===== src/rtl/tv80_alu16_seq.sv =====
// rtl/tv80_alu16_seq.sv - two-pass 16-bit ADD/ADC/SBC sequencer driving the shared 8-bit TV80 ALU
module tv80_alu16_seq #(
  parameter int Flag_C = 0,
  parameter int Flag_H = 4,
  parameter int Flag_Z = 6
) (
  input  logic        clk,
  input  logic        reset,
  input  logic        req_valid,
  output logic        req_ready,
  input  logic [1:0]  req_op,
  input  logic [15:0] req_a,
  input  logic [15:0] req_b,
  input  logic [7:0]  req_f,
  output logic [3:0]  alu_op,
  output logic        alu_arith16,
  output logic        alu_z16,
  output logic [7:0]  alu_busa,
  output logic [7:0]  alu_busb,
  output logic [7:0]  alu_f_in,
  input  logic [7:0]  alu_q,
  input  logic [7:0]  alu_f_out,
  output logic        rsp_valid,
  input  logic        rsp_ready,
  output logic [15:0] rsp_q,
  output logic [7:0]  rsp_f
);

  typedef enum logic [1:0] {IDLE, LO, HI, RESP} state_t;

  localparam logic [1:0] OP_ADC = 2'b01;
  localparam logic [1:0] OP_SBC = 2'b10;

  localparam logic [3:0] ALU_ADD  = 4'b0000;
  localparam logic [3:0] ALU_ADC  = 4'b0001;
  localparam logic [3:0] ALU_SBC  = 4'b0011;
  localparam logic [3:0] ALU_PASS = 4'b1111;

  // Flags the high pass actually consumes from the low pass; S/P/X/Y/N are
  // either overwritten by the ALU or, for ADD16, must equal the request F.
  localparam logic [7:0] CHAIN_MASK = 8'((1 << Flag_C) | (1 << Flag_H) | (1 << Flag_Z));

  state_t      state;
  logic [1:0]  op_r;
  logic [15:0] a_r;
  logic [15:0] b_r;
  logic [7:0]  f_r;
  logic [7:0]  q_lo;
  logic [7:0]  f_mid;

  logic is_adc;
  logic is_sbc;
  logic is_add;

  assign is_adc = (op_r == OP_ADC);
  assign is_sbc = (op_r == OP_SBC);
  assign is_add = !is_adc && !is_sbc;

  assign req_ready = (state == IDLE) && !reset;

  always_comb begin
    alu_op      = ALU_PASS;
    alu_arith16 = 1'b0;
    alu_z16     = 1'b0;
    alu_busa    = 8'h00;
    alu_busb    = 8'h00;
    alu_f_in    = 8'h00;
    case (state)
      LO: begin
        alu_op      = is_sbc ? ALU_SBC : (is_adc ? ALU_ADC : ALU_ADD);
        alu_arith16 = is_add;
        alu_busa    = a_r[7:0];
        alu_busb    = b_r[7:0];
        alu_f_in    = f_r;
      end
      HI: begin
        // Z16 lets an all-zero high byte inherit the low-pass Z.
        alu_op      = is_sbc ? ALU_SBC : ALU_ADC;
        alu_arith16 = is_add;
        alu_z16     = !is_add;
        alu_busa    = a_r[15:8];
        alu_busb    = b_r[15:8];
        alu_f_in    = f_mid;
      end
      default: begin
        alu_op = ALU_PASS;
      end
    endcase
  end

  always_ff @(posedge clk) begin
    if (reset) begin
      state     <= IDLE;
      op_r      <= 2'b00;
      a_r       <= 16'h0000;
      b_r       <= 16'h0000;
      f_r       <= 8'h00;
      q_lo      <= 8'h00;
      f_mid     <= 8'h00;
      rsp_valid <= 1'b0;
      rsp_q     <= 16'h0000;
      rsp_f     <= 8'h00;
    end else begin
      case (state)
        IDLE: begin
          if (req_valid) begin
            op_r  <= req_op;
            a_r   <= req_a;
            b_r   <= req_b;
            f_r   <= req_f;
            state <= LO;
          end
        end
        LO: begin
          q_lo  <= alu_q;
          f_mid <= (alu_f_out & CHAIN_MASK) | (f_r & ~CHAIN_MASK);
          state <= HI;
        end
        HI: begin
          rsp_q     <= {alu_q, q_lo};
          rsp_f     <= alu_f_out;
          rsp_valid <= 1'b1;
          state     <= RESP;
        end
        RESP: begin
          if (rsp_ready) begin
            rsp_valid <= 1'b0;
            state     <= IDLE;
          end
        end
      endcase
    end
  end

endmodule


===== config.mk =====
export PLATFORM = sky130hd
export DESIGN_NAME = tv80_alu16_seq
export DESIGN_NICKNAME = d
export VERILOG_FILES = /design/src/rtl/tv80_alu16_seq.sv
export SDC_FILE = /design/constraint.sdc
export NUM_CORES = 1
export LEC_CHECK = 0
export CORE_MARGIN = 10
export CORE_UTILIZATION = 49
export DETAILED_ROUTE_END_ITERATION = 8
export PLACE_DENSITY = 0.95
export SLEW_MARGIN = 25
export SYNTH_ARGS = -nofsm -noshare
export SYNTH_HDL_FRONTEND = slang
export SYNTH_SLANG_ARGS = --single-unit
export TNS_END_PERCENT = 100

===== constraint.sdc =====
create_clock -name clk -period 2.5 [get_ports clk]
set_input_delay 0.375 -clock clk [delete_from_list [all_inputs] [get_ports clk]]
set_output_delay 0.375 -clock clk [all_outputs]
set_load 0.01 [all_outputs]

==> results.txt <==
The routed layout has 3138 vias. The run gives 86 as the maximum number of pins on one net before global-route repair. The final cell utilization of the core is 0.721, and the initial antenna violation count is 0. The count of cells in the finished layout, fillers not included, comes to 615. The first-pass GRT wire length is 16000 um, and the buffer depth of the longest clock path is 2. The power density over cell area was 1000 mW/mm^2. The number of nets in the final layout was 584; the portion of total power attributed to sequential cells was 0.361.

Switching share of power: 0.356. At the pin with the least slew margin, the transition time is 0.867 ns. The run gives 1.82 nW as the static leakage power. The global-route congestion overflow total is 0, and the relative contribution of the clock network to total power is 0.219.

The HPWL after detailed placement is 6750 um. The logs give 0.178 for the total global-route track usage and 9810 um for the detailed-route wire length. TritonCTS built the clock tree.

The run finished with clean final reports. The clock drives 85 sinks. In the synthesized netlist, the number of instances is 410. The detailed-router iteration count before antenna repair came out at 6. After the first detailed-routing iteration, the DRC count stood at 219. Adding up every negative setup slack in the final design gives 0 ns. The logs give 9 for the CTS buffer count and 0.422 for the normalized max-slew margin. Hold repair after CTS inserted 0 buffers. The worst setup path is captured at a primary output. STA classifies the critical path startpoint as a register. The number of vias per cell is 5.10, and the fraction of layout instances using a drive strength above 1 is 0.0597.

The clock-pin slew on the worst setup and hold paths was 0.08 ns. The placeable core region is 0.00679 mm^2, and the final weighted congestion of routability-driven global placement is 0.777. Clock skew on the completed layout was measured at 0.00572 ns. The floorplan step defined a die boundary enclosing 0.0108 mm^2. Setup repair after global routing could not meet its margin everywhere.

The latest clock arrival within the worst-skew pair is 0.35 ns, and the flip-flop and latch count after synthesis is 85. For the cell total after placement, the log shows 598. STA puts the critical path data arrival time at 2.06 ns.

The initialized floorplan defines 30 standard-cell rows. The logs give 0.419 for the part of the power in combinational logic and 0.00316 W for the internal power component. Share of synthesized area occupied by flip-flops and latches: 0.495. The H-tree generated during clock tree synthesis spans 3 levels. The layout has 534 filler cells. After layout, the design draws a total of 0.00490 W.

IR analysis of the VDD net gives a maximum drop of 0.528 mV. The starting density of the core was 0.506; the number of buffer cells added on primary ports was 117. The max-capacitance violation count came out at 0. The analysis attributes to net switching a power of 0.00174 W.

The vertical extent of the die was 104 um; the achievable frequency was 0.411 GHz. The count of nets left with antenna violations once routing finished came out at 0. The number of global-route vias before repair came out at 3125. Leaving out fill and tap cells, the most frequent cell in the layout is sky130_fd_sc_hd__clkdlybuf4s50_1. Of all nets on the critical path, the largest fanout is 24.

In the routed design, unresolved DRC markers number 0. The run gives 0.00344 mm^2 as the synthesized area. The number of primary I/O pins is 118, and the final critical-path required period is 2.44 ns. The total of endpoints with negative setup slack in the final report is 0, and the worst path required time is 2.12 ns. The number of antenna cells inserted came out at 0.

The worst setup path category is register to primary output. The average instance in the mapped netlist occupies 8.39 um^2. The net count of the mapped netlist came out at 480.

For the unique cell type count in the Yosys netlist, the log shows 19. The width of the die was 104 um. Dividing the detail-routed wire length by the instance count gives 15.9 um. The library cells used most frequently in the layout, excluding fill and tap cells, are sky130_fd_sc_hd__clkdlybuf4s50_1 (113), sky130_fd_sc_hd__nand2_1 (97), sky130_fd_sc_hd__dfxtp_1 (83), sky130_fd_sc_hd__nor2_1 (57), sky130_fd_sc_hd__a21oi_1 (55). For the total count of hold-check failures in the final report, the log shows 0.

The fraction of the cycle the final worst path needs works out to 0.974. The worst hold path belongs to the class register to register. The number of pins exceeding their max-slew limit in the final report is 0. The buffer type at the clock tree root is sky130_fd_sc_hd__clkbuf_8.

From synthesis to final layout, the design area changed by 42.3%. Warning count from the yosys run: 0.
==> power by group through the flow <==
stage	combinational, W	sequential, W	clock [W]
2_1_floorplan	0.00121	0.00179	0
3_3_place_gp	0.00185	0.00177	0
3_5_place_dp	0.00190	0.00179	0
4_1_cts	0.00203	0.00177	0.00109
5_1_grt	0.00224	0.00180	0.00115
6_report	0.00206	0.00177	0.00108
==> repair_timing <==
item | 4_1_cts | 5_1_grt
pin swaps | 0 | 0
endpoints found under the setup margin | 29 | 26
buffers inserted | 0 | 0
cloned | 1 | 0
gates resized for setup | 9 | 9
==> cell families (layout without fill, tap and decap cells) <==
logic type	Yosys count	after routing	share of synthesized area
flip-flops	85	85	0.495
multiplexers	35	35	0.102
AND/OR/NAND/NOR	167	167	0.192
AO/OA/AOI/OAI	78	78	0.128
buffers and inverters	37	146	0.0545
adder cells (fa/ha/maj)	8	8	0.0291
==> sequential cells by signal, indices dropped and copies added (netlist names) <==
name,cells
op_r,2
a_r,16
f_mid,8
rsp_q,16
q_lo,8
b_r,16
rsp_valid,1
state,2
f_r,8
rsp_f,8
==> per-layer routing <==
layer,routed length (um),GRT usage,share of wire,up-vias
li1,-,-,-,1556
met1,4160,0.205,0.42,1451
met2,4560,0.286,0.47,116
met3,929,0.0812,0.095,15
met4,147,0.0606,0.015,0
met5,0,0,0,-
==> final cells by class <==
class / count / area (um^2) / area share
clock buffers: 12 / 155 / 0.0317
multi-input cells: 288 / 1570 / 0.320
clock inverters: 4 / 70.1 / 0.0143
repair inverters: 1 / 3.75 / 0.000766
inverters: 5 / 23.8 / 0.00485
flip-flops and latches: 85 / 1700 / 0.348
repair buffers: 124 / 1250 / 0.256
well taps: 96 / 120 / 0.0245
==> final timing paths <==
| kind | from | to | slack [ns] | cells after the start |
|---|---|---|---|---|
| min reg2reg | b_r[1]$_SDFFE_PP0P_ | b_r[1]$_SDFFE_PP0P_ | 0.46 | 2 |
| max reg2reg | state[0]$_SDFFE_PP0P_ | rsp_q[11]$_SDFFE_PP0N_ | 0.85 | 5 |
| max | state[1]$_SDFFE_PP0P_ | alu_f_in[5] | 0.06 | 6 |
| min | b_r[1]$_SDFFE_PP0P_ | b_r[1]$_SDFFE_PP0P_ | 0.46 | 2 |
==> per-stage QoR <==
stage          hold WS, ns  area, um^2  setup WS, ns
2_1_floorplan        0.436        3440         0.686
6_report             0.458        4900        0.0643
3_3_place_gp         0.442        4610         0.249
5_1_grt              0.478        4900      -0.00948
4_1_cts              0.458        4870        0.0150
3_5_place_dp         0.447        4610         0.155
==> Yosys cell counts, drive strengths merged <==
| cell | count | area share |
|---|---|---|
| a211o | 1 | 0.0025 |
| inv | 5 | 0.0055 |
| nand2b | 5 | 0.0091 |
| buf | 25 | 0.041 |
| o21ai | 3 | 0.0044 |
| nor2b | 5 | 0.0091 |
| clkbuf | 7 | 0.0076 |
| mux2i | 35 | 0.10 |
| ha | 8 | 0.029 |
| dfxtp | 85 | 0.49 |
| a22oi | 19 | 0.041 |
| nor2 | 57 | 0.062 |
| nand2 | 97 | 0.11 |
| or3 | 2 | 0.0036 |
| a21oi | 55 | 0.080 |
| and2 | 1 | 0.0018 |
==> worst max-delay path, cell delays in order (launching register included) <==
cell                              delay [ns]
sky130_fd_sc_hd__dfxtp_2                0.36
sky130_fd_sc_hd__inv_2                  0.11
sky130_fd_sc_hd__ha_2                   0.23
sky130_fd_sc_hd__buf_8                  0.20
sky130_fd_sc_hd__nand2_1                0.09
sky130_fd_sc_hd__a21oi_1                0.16
sky130_fd_sc_hd__clkdlybuf4s50_1        0.57
No activity file was read; power rests on OpenSTA's default activity.
